File: config.mk
export PLATFORM = sky130hd
export DESIGN_NAME = ps2_paddle_keys_flat
export DESIGN_NICKNAME = d
export VERILOG_FILES = /design/src/rtl/ps2_paddle_keys_if.sv /design/src/rtl/ps2_paddle_keys.sv /design/src/flat_wrapper.sv
export SDC_FILE = /design/constraint.sdc
export NUM_CORES = 1
export LEC_CHECK = 0
export CORE_MARGIN = 2
export CORE_UTILIZATION = 63
export CTS_BUF_LIST = sky130_fd_sc_hd__clkbuf_4
export CTS_CLUSTER_SIZE = 14
export DETAILED_ROUTE_END_ITERATION = 12
export PLACE_DENSITY = 0.94
export SETUP_SLACK_MARGIN = 0.02
export SLEW_MARGIN = 25
export SYNTH_ARGS = -nofsm -noshare
export SYNTH_HDL_FRONTEND = slang
export SYNTH_SLANG_ARGS = --single-unit
export TNS_END_PERCENT = 10
File: constraint.sdc
create_clock -name inclock -period 2.3 [get_ports inclock]
set_input_delay 0.575 -clock inclock [delete_from_list [all_inputs] [get_ports inclock]]
set_output_delay 0.575 -clock inclock [all_outputs]
set_load 0.01 [all_outputs]
File: src/rtl/ps2_paddle_keys_if.sv
// Scancode byte stream from the PS/2 receiver: one byte per key_pressed strobe.
interface ps2_paddle_keys_if;
  logic [7:0] key_data;
  logic       key_pressed;

  modport master (output key_data, output key_pressed);
  modport slave  (input  key_data, input  key_pressed);
endinterface

File: src/rtl/ps2_paddle_keys.sv
// Set-2 scancode decoder producing Pong held levels, rate-limited paddle strobes and serve.
// Define PADDLE_KEYS_PAUSE_EN to map P (4D) as a pause toggle; otherwise paused is tied low.
module ps2_paddle_keys #(
  parameter int unsigned MOVE_DIV       = 500000,
  parameter int unsigned PREFIX_TIMEOUT = 2000000
) (
  input  logic             inclock,
  input  logic             resetn,
  ps2_paddle_keys_if.slave key_bus,
  output logic             l_up_held,
  output logic             l_dn_held,
  output logic             r_up_held,
  output logic             r_dn_held,
  output logic             l_move_up,
  output logic             l_move_dn,
  output logic             r_move_up,
  output logic             r_move_dn,
  output logic             serve,
  output logic             paused
);

  localparam logic [7:0] CODE_BREAK = 8'hF0;
  localparam logic [7:0] CODE_EXT   = 8'hE0;
  localparam logic [7:0] CODE_W     = 8'h1D;
  localparam logic [7:0] CODE_S     = 8'h1B;
  localparam logic [7:0] CODE_UP    = 8'h75;
  localparam logic [7:0] CODE_DN    = 8'h72;
  localparam logic [7:0] CODE_SPACE = 8'h29;

  localparam logic [23:0] TMO_LAST  = 24'(PREFIX_TIMEOUT - 1);
  localparam logic [23:0] MOVE_LAST = 24'(MOVE_DIV - 1);

  typedef enum logic [1:0] {
    IDLE,
    BREAK,
    EXT,
    EXT_BREAK
  } dec_state_t;

  dec_state_t  state;
  dec_state_t  state_next;
  logic [23:0] tmo_cnt;
  logic        make_std;
  logic        break_std;
  logic        make_ext;
  logic        break_ext;
  logic        space_held;
  logic        serve_q;
  logic [7:0]  code;

  assign code = key_bus.key_data;

  always_ff @(posedge inclock or negedge resetn) begin
    if (!resetn) begin
      state <= IDLE;
    end else begin
      state <= state_next;
    end
  end

  // Prefix bytes only steer the state; the byte after them is the key being made or broken.
  always_comb begin
    state_next = state;
    make_std   = 1'b0;
    break_std  = 1'b0;
    make_ext   = 1'b0;
    break_ext  = 1'b0;
    if (key_bus.key_pressed) begin
      case (state)
        IDLE: begin
          if (code == CODE_BREAK) begin
            state_next = BREAK;
          end else if (code == CODE_EXT) begin
            state_next = EXT;
          end else begin
            make_std = 1'b1;
          end
        end
        BREAK: begin
          break_std  = 1'b1;
          state_next = IDLE;
        end
        EXT: begin
          if (code == CODE_BREAK) begin
            state_next = EXT_BREAK;
          end else if (code == CODE_EXT) begin
            state_next = EXT;
          end else begin
            make_ext   = 1'b1;
            state_next = IDLE;
          end
        end
        EXT_BREAK: begin
          break_ext  = 1'b1;
          state_next = IDLE;
        end
        default: state_next = IDLE;
      endcase
    end else if (state != IDLE && tmo_cnt == TMO_LAST) begin
      state_next = IDLE;
    end
  end

  always_ff @(posedge inclock or negedge resetn) begin
    if (!resetn) begin
      tmo_cnt <= '0;
    end else if (key_bus.key_pressed || state == IDLE) begin
      tmo_cnt <= '0;
    end else begin
      tmo_cnt <= tmo_cnt + 24'd1;
    end
  end

  always_ff @(posedge inclock or negedge resetn) begin
    if (!resetn) begin
      l_up_held  <= 1'b0;
      l_dn_held  <= 1'b0;
      r_up_held  <= 1'b0;
      r_dn_held  <= 1'b0;
      space_held <= 1'b0;
      serve_q    <= 1'b0;
    end else begin
      if (make_std && code == CODE_W) begin
        l_up_held <= 1'b1;
      end else if (break_std && code == CODE_W) begin
        l_up_held <= 1'b0;
      end
      if (make_std && code == CODE_S) begin
        l_dn_held <= 1'b1;
      end else if (break_std && code == CODE_S) begin
        l_dn_held <= 1'b0;
      end
      if (make_ext && code == CODE_UP) begin
        r_up_held <= 1'b1;
      end else if (break_ext && code == CODE_UP) begin
        r_up_held <= 1'b0;
      end
      if (make_ext && code == CODE_DN) begin
        r_dn_held <= 1'b1;
      end else if (break_ext && code == CODE_DN) begin
        r_dn_held <= 1'b0;
      end
      // Typematic repeats arrive as makes while already held, so only a fresh press serves.
      serve_q <= make_std && code == CODE_SPACE && !space_held;
      if (make_std && code == CODE_SPACE) begin
        space_held <= 1'b1;
      end else if (break_std && code == CODE_SPACE) begin
        space_held <= 1'b0;
      end
    end
  end

`ifdef PADDLE_KEYS_PAUSE_EN
  localparam logic [7:0] CODE_P = 8'h4D;
  logic p_held;

  always_ff @(posedge inclock or negedge resetn) begin
    if (!resetn) begin
      p_held <= 1'b0;
      paused <= 1'b0;
    end else if (make_std && code == CODE_P) begin
      p_held <= 1'b1;
      if (!p_held) begin
        paused <= ~paused;
      end
    end else if (break_std && code == CODE_P) begin
      p_held <= 1'b0;
    end
  end
`else
  assign paused = 1'b0;
`endif

  assign serve = serve_q & ~paused;

  logic [1:0]  pad_up;
  logic [1:0]  pad_dn;
  logic [1:0]  pad_act;
  logic [1:0]  up_stb_q;
  logic [1:0]  dn_stb_q;
  logic [23:0] move_cnt [2];

  assign pad_up  = {r_up_held, l_up_held};
  assign pad_dn  = {r_dn_held, l_dn_held};
  assign pad_act = (pad_up ^ pad_dn) & {2{~paused}};

  // Index 0 is the left paddle, index 1 the right; the count restarts from 0 whenever a paddle goes idle.
  always_ff @(posedge inclock or negedge resetn) begin
    if (!resetn) begin
      for (int i = 0; i < 2; i++) begin
        move_cnt[i] <= '0;
        up_stb_q[i] <= 1'b0;
        dn_stb_q[i] <= 1'b0;
      end
    end else begin
      for (int i = 0; i < 2; i++) begin
        if (!pad_act[i]) begin
          move_cnt[i] <= '0;
          up_stb_q[i] <= 1'b0;
          dn_stb_q[i] <= 1'b0;
        end else begin
          move_cnt[i] <= (move_cnt[i] == MOVE_LAST) ? 24'd0 : move_cnt[i] + 24'd1;
          up_stb_q[i] <= (move_cnt[i] == 24'd0) && pad_up[i];
          dn_stb_q[i] <= (move_cnt[i] == 24'd0) && pad_dn[i];
        end
      end
    end
  end

  // Gating with the current activity kills a registered strobe on the very cycle a key releases.
  assign l_move_up = up_stb_q[0] & pad_act[0] & pad_up[0];
  assign l_move_dn = dn_stb_q[0] & pad_act[0] & pad_dn[0];
  assign r_move_up = up_stb_q[1] & pad_act[1] & pad_up[1];
  assign r_move_dn = dn_stb_q[1] & pad_act[1] & pad_dn[1];

endmodule

File: src/flat_wrapper.sv
// flat-port wrapper written by rule: the top's interface ports become plain ports
module ps2_paddle_keys_flat 
#(
  parameter int unsigned MOVE_DIV       = 500000,
  parameter int unsigned PREFIX_TIMEOUT = 2000000
)
  (inclock, resetn, l_up_held, l_dn_held, r_up_held, r_dn_held, l_move_up, l_move_dn, r_move_up, r_move_dn, serve, paused, key_bus_key_data, key_bus_key_pressed);
  ps2_paddle_keys_if key_bus_i ();
  input  logic inclock;
  input  logic resetn;
  output logic l_up_held;
  output logic l_dn_held;
  output logic r_up_held;
  output logic r_dn_held;
  output logic l_move_up;
  output logic l_move_dn;
  output logic r_move_up;
  output logic r_move_dn;
  output logic serve;
  output logic paused;
  input wire logic [$bits(key_bus_i.key_data)-1:0] key_bus_key_data;
  input wire logic [$bits(key_bus_i.key_pressed)-1:0] key_bus_key_pressed;
  assign key_bus_i.key_data = key_bus_key_data;
  assign key_bus_i.key_pressed = key_bus_key_pressed;
  ps2_paddle_keys #(.MOVE_DIV(MOVE_DIV), .PREFIX_TIMEOUT(PREFIX_TIMEOUT)) u_core (.inclock(inclock), .resetn(resetn), .key_bus(key_bus_i), .l_up_held(l_up_held), .l_dn_held(l_dn_held), .r_up_held(r_up_held), .r_dn_held(r_dn_held), .l_move_up(l_move_up), .l_move_dn(l_move_dn), .r_move_up(r_move_up), .r_move_dn(r_move_dn), .serve(serve), .paused(paused));
endmodule
======== Word-level counts from Yosys, hierarchy flattened ========
Cells that the tools add are included.
operators by class
  add/subtract/negate cells ............... 3
  equality and inequality tests ........... 14
  mux-type cells .......................... 36
  bitwise operators ....................... 9
  reductions and logical operators ........ 30
operators by type and width
  kind                   count
  $mux 24                5
  $add 24x1->24 const B  3
  $eq 24x19->1 const B   2
  $logic_not 24->1       2
  $eq 24x21->1 const B   1
  $mux 1                 24
  $eq 8x5->1 const B     2
  $eq 8x7->1 const B     2
  $eq 8x8->1 const B     2
  $logic_and 1x1->1      16
  $reduce_bool 2->1      7
  $mux 2                 6
  $and 1x1->1            8
  $eq 8x6->1 const B     1
  $pmux 2 s3             1
  $eq 2x2->1 const B     2
  $ne 4x2->1 const B     1
  $eq 2x1->1 const B     1
  $logic_not 2->1        1
  $reduce_and 2->1       1
  $reduce_or 2->1        1
  $xor 2x2->2            1
  $logic_not 1->1        1
  $logic_or 1x1->1       1
storage, ports and cells
  bits in registers ....................... 84
  output and inout bits ................... 10

======== Longest topological paths before layout ========
  depth in word-level cells ............... 7
  mapped depth ............................ 6
  gate-level depth less buffers ........... 5

======== Worst setup path before layout ========
Ideal clock, no wire load.
  kind .................................... flip-flop to flip-flop
  start point ............................. reg u_core.tmo_cnt[0]
  end point ............................... reg u_core.tmo_cnt[20]
  arrival time ............................ 1.829 ns
  data required time ...................... 2.180 ns
  setup slack ............................. 0.351 ns
  stages on the path, launching flop included .. 6
  path buffers ............................ 0
  clock period less this slack ............ 1.949 ns
  path through ............................ dfrtp_1 > ha_1 > nand4_1 > nor4_1 > a31oi_1 > a41o_1
on the way
  longest elaborated chain between the ends .. 2
ends and longest elaborated chain
  what                    line                    RTL
  start, declared         ps2_paddle_keys.sv:42   logic [23:0] tmo_cnt;
  start signal, assigned  ps2_paddle_keys.sv:110  tmo_cnt <= tmo_cnt + 24'd1;
  $add 24x1->24           ps2_paddle_keys.sv:110
  $mux 24                 ps2_paddle_keys.sv:107  end else if (key_bus.key_pressed || state == IDLE) begin
No other way between the ends.
A chain may end at the register's enable or synchronous reset.

======== Final worst setup path ========
  start point ............................. reg u_core.l_dn_held
  end point ............................... out l_dn_held
RTL lines
  what                    line                    RTL
  start, declared         ps2_paddle_keys.sv:11   output logic l_dn_held,
  start signal, assigned  ps2_paddle_keys.sv:117  l_dn_held <= 1'b0;
  start signal, assigned  ps2_paddle_keys.sv:129  l_dn_held <= 1'b1;
  start signal, assigned  ps2_paddle_keys.sv:131  l_dn_held <= 1'b0;
  end, declared           flat_wrapper.sv:12      output logic l_dn_held;
No word-level cell between the ends.

==> results.yml <==
status:
  status: "completed"
synth:
  synthDistinctLibCells: 46
  synth-seq-cells: 84
  ys_warn_count: 0
  syn_avg_cell_area_sq_um: 9.40
  ys_seq_area_share_pct: 47.5
  synthArstFlopShare_pct: 100
  synth_largest_area_cell: "dfrtp_1"
  ys_top_cells_by_count: "84 x dfrtp_1, 55 x nor2_1, 36 x nand2_1, 28 x a21oi_1, 25 x xnor2_1"
  synthTopCellsByArea: "dfrtp_1 47%, xnor2_1 4.9%, nor2_1 4.7%, or4_1 3.4%, o31ai_1 3.2%"
  synth_cells: 471
  synth_edf_count: 0
  ys.flop_type: "dfrtp_1"
  yosysMostFrequentCell: "dfrtp_1"
  synthesis.nets: 487
  synth.cell_area_sq_um: 4430
  synth_top_area_share_pct: 47.5
finish:
  final_area_sq_um: 4990
  syn_to_final_growth_pct: 12.7
  final_layout_size_suffix_gt1_share_pct: 10.7
  fillCellCount: 485
  nNetsFinal: 517
  n_antenna_cell: 0
  final_util_pct: 73.4
global_route:
  grt.overflow.total: 0
  antenna_found_initial: 0
  grt_first_pass_wirelength_mm: 17.0
  grt_pass1_vias: 3706
  track_usage_pct: 28.3
  grt_max_degree: 54
critical_path:
  cp_common_cell: "buf_4"
  cp_slowest_stage_delay_ns: 0.47
  arrival_ns: 1.63
  path_class: "reg2out"
  cpMaxStageDelayCell: "clkdlybuf4s50_1"
  crit_required_ns: 1.73
  critPathCaptureType: "primary output"
  worst-path-max-fanout: 3
  crit_chain: "buf_4 -> buf_4 -> clkdlybuf4s50_1"
  reg2regPathDepth: 4
  cp-start-kind: "flop"
  reg2reg_setup_slack_ns: 0.10
floorplanning:
  die_w_um: 87.8
  io_pins: 21
  coreArea_sq_um: 6790
  fp.dieH_um: 87.8
  die_area_sq_um: 7710
  initial_core_util_pct: 65.2
  floorplan.rows: 30
clocking:
  clock_sinks: 84
  cts_tree: "yes"
  cts_hold_buf: 0
  cts.path.max_buffers: 2
  clock-root-buffer: "clkbuf_4"
  cts_htree_levels: 3
  clk_latency_ns: 0.45
  numCtsBuffers: 9
  path_clk_slew_ns: 0.14
place:
  gp_congestion: 0.875
  numPortBuffers: 19
  placed_cell_area_sq_um: 4740
  hpwl_mm: 6.91
job:
  maxCapViolations: 0
routing:
  drc: 0
  drt-initial-drc-count: 369
  viasPerCell: 6.36
  first_pass_iters: 5
  ant_nets: 0
  vias: 3826
  finalWirelength_mm: 10.0
  post_drt_wl_per_cell_um: 16.7
timing:
  tightest_slew_ns: 0.655
  slew_viol_final: 0
  timing.fmax_ghz: 0.453
  rsz0062_at_grt: "false"
  fin_hold_ws_ns: 0.0457
  setup_viol: 0
  fin_setup_tns_ns: 0
  final-hold-violation-count: 0
  finalCritPeriodShare_pct: 95.9
  fin_crit_ns: 2.21
  skew_ns: 0.0172
  slew_headroom_pct: 56.0
power_and_ir_drop:
  peakVddDrop_uv: 296
  p_per_area_nw_per_um2: 525
  power_uw: 2620
  p_leak_uw: 0.00200
min_path:
  min_path_type: "in2async"
-- flip-flops by register name, summed over array words and instances (netlist names) --
register	flops
u_core.r_dn_held	1
u_core.move_cnt	48
u_core.l_up_held	1
u_core.serve	1
u_core.tmo_cnt	24
u_core.l_dn_held	1
u_core.state	2
u_core.space_held	1
u_core.up_stb_q	2
u_core.r_up_held	1
u_core.dn_stb_q	2
-- cell families (layout without fill, tap and decap cells) --
kind of cell,after synthesis,count (layout),share of synthesized area (%)
other,1,1,0.0847
flip-flops,84,84,47.5
AO/OA/AOI/OAI,71,71,10.3
adder cells (fa/ha/maj),5,5,1.41
buffers and inverters,36,71,3.56
AND/OR/NAND/NOR,234,234,29.1
XOR/XNOR,35,35,6.92
multiplexers,5,5,1.13
-- report_power, final --
part	switching (uW)	total, uW	internal (uW)
Sequential	1.06	1480	1480
Clock	524	1070	546
Combinational	42.2	68.5	26.3
-- path summary, 6_finish.rpt --
check                                       to                from
min                        u_core.move_cnt[11]              resetn
max                                  l_dn_held    u_core.l_dn_held
min reg2reg                       u_core.serve   u_core.space_held
max reg2reg                u_core.move_cnt[23]  u_core.move_cnt[6]
max in group asynchronous  u_core.move_cnt[27]              resetn
min in group inclock              u_core.serve   u_core.space_held
-- layer usage --
metal  part of all wire, %  wire, um  global-route usage (%)
met4                   1.7       175                    10.6
met1                    43      4280                    37.5
met2                    50      4990                    46.7
met5                     0         0                       0
met3                   5.9       597                    5.00
-- final cells by class --
cell class | instances | area, sq um | share of cell area (%)
clock buffers | 9 | 67.6 | 1.35
clock inverters | 7 | 115 | 2.31
inverters | 18 | 67.6 | 1.35
multi-input cells | 351 | 2170 | 43.4
flip-flops and latches | 84 | 2110 | 42.2
well taps | 96 | 120 | 2.41
repair buffers | 37 | 345 | 6.92
-- stage by stage --
stage / worst slack (ns) / instances
floorplan: 0.351 / 471
global placement: -0.0822 / 579
detailed placement: -0.125 / 579
CTS: 0.000736 / 602
global route: 0.0324 / 602
finish: 0.0933 / 602
-- what timing repair did --
item	4_1_cts	5_1_grt
resized for setup	6	6
hold endpoints to repair	0	0
buffers inserted	7	0
endpoints found under the setup margin	4	4
-- placed cells by master (no fill, tap or decap), types with 2 or more instances in the layout --
cell             synthesis  final
nor4b_1                  3      3
a21oi_1                 28     28
inv_2                    0      4
nand3_1                 17     17
ha_1                     5      5
mux2i_1                  5      5
nor2_1                  55     55
xnor2_1                 25     25
a31oi_1                  4      4
a31o_2                   2      2
and3_1                  10     10
a41o_1                   5      5
or3_1                   11     11
o21ai_0                  9      9
clkdlybuf4s50_1          0     14
or2_2                    3      3
or4_1                   20     20
xor2_1                  10     10
and2_1                   4      4
bufinv_16                0      3
nor4_1                  20     20
nand2b_1                 3      3
dlymetal6s2s_1           0      4
dfrtp_2                  0      4
nand4b_1                 3      3
nand4_1                 17     17
buf_4                    1     18
nor3_1                  15     15
and4_1                   9      9
clkbuf_4                 0      9
nand2_1                 36     36
o31ai_1                 19     19
inv_1                   18     14
dfrtp_1                 84     80
-- worst max-delay path, delay by kind of cell, from the launching register on --
| kind | cells | cell delay [ns] |
|---|---|---|
| buf+inv | 3 | 0.76 |
| flops | 1 | 0.44 |
(Power assumes the default switching activity.)
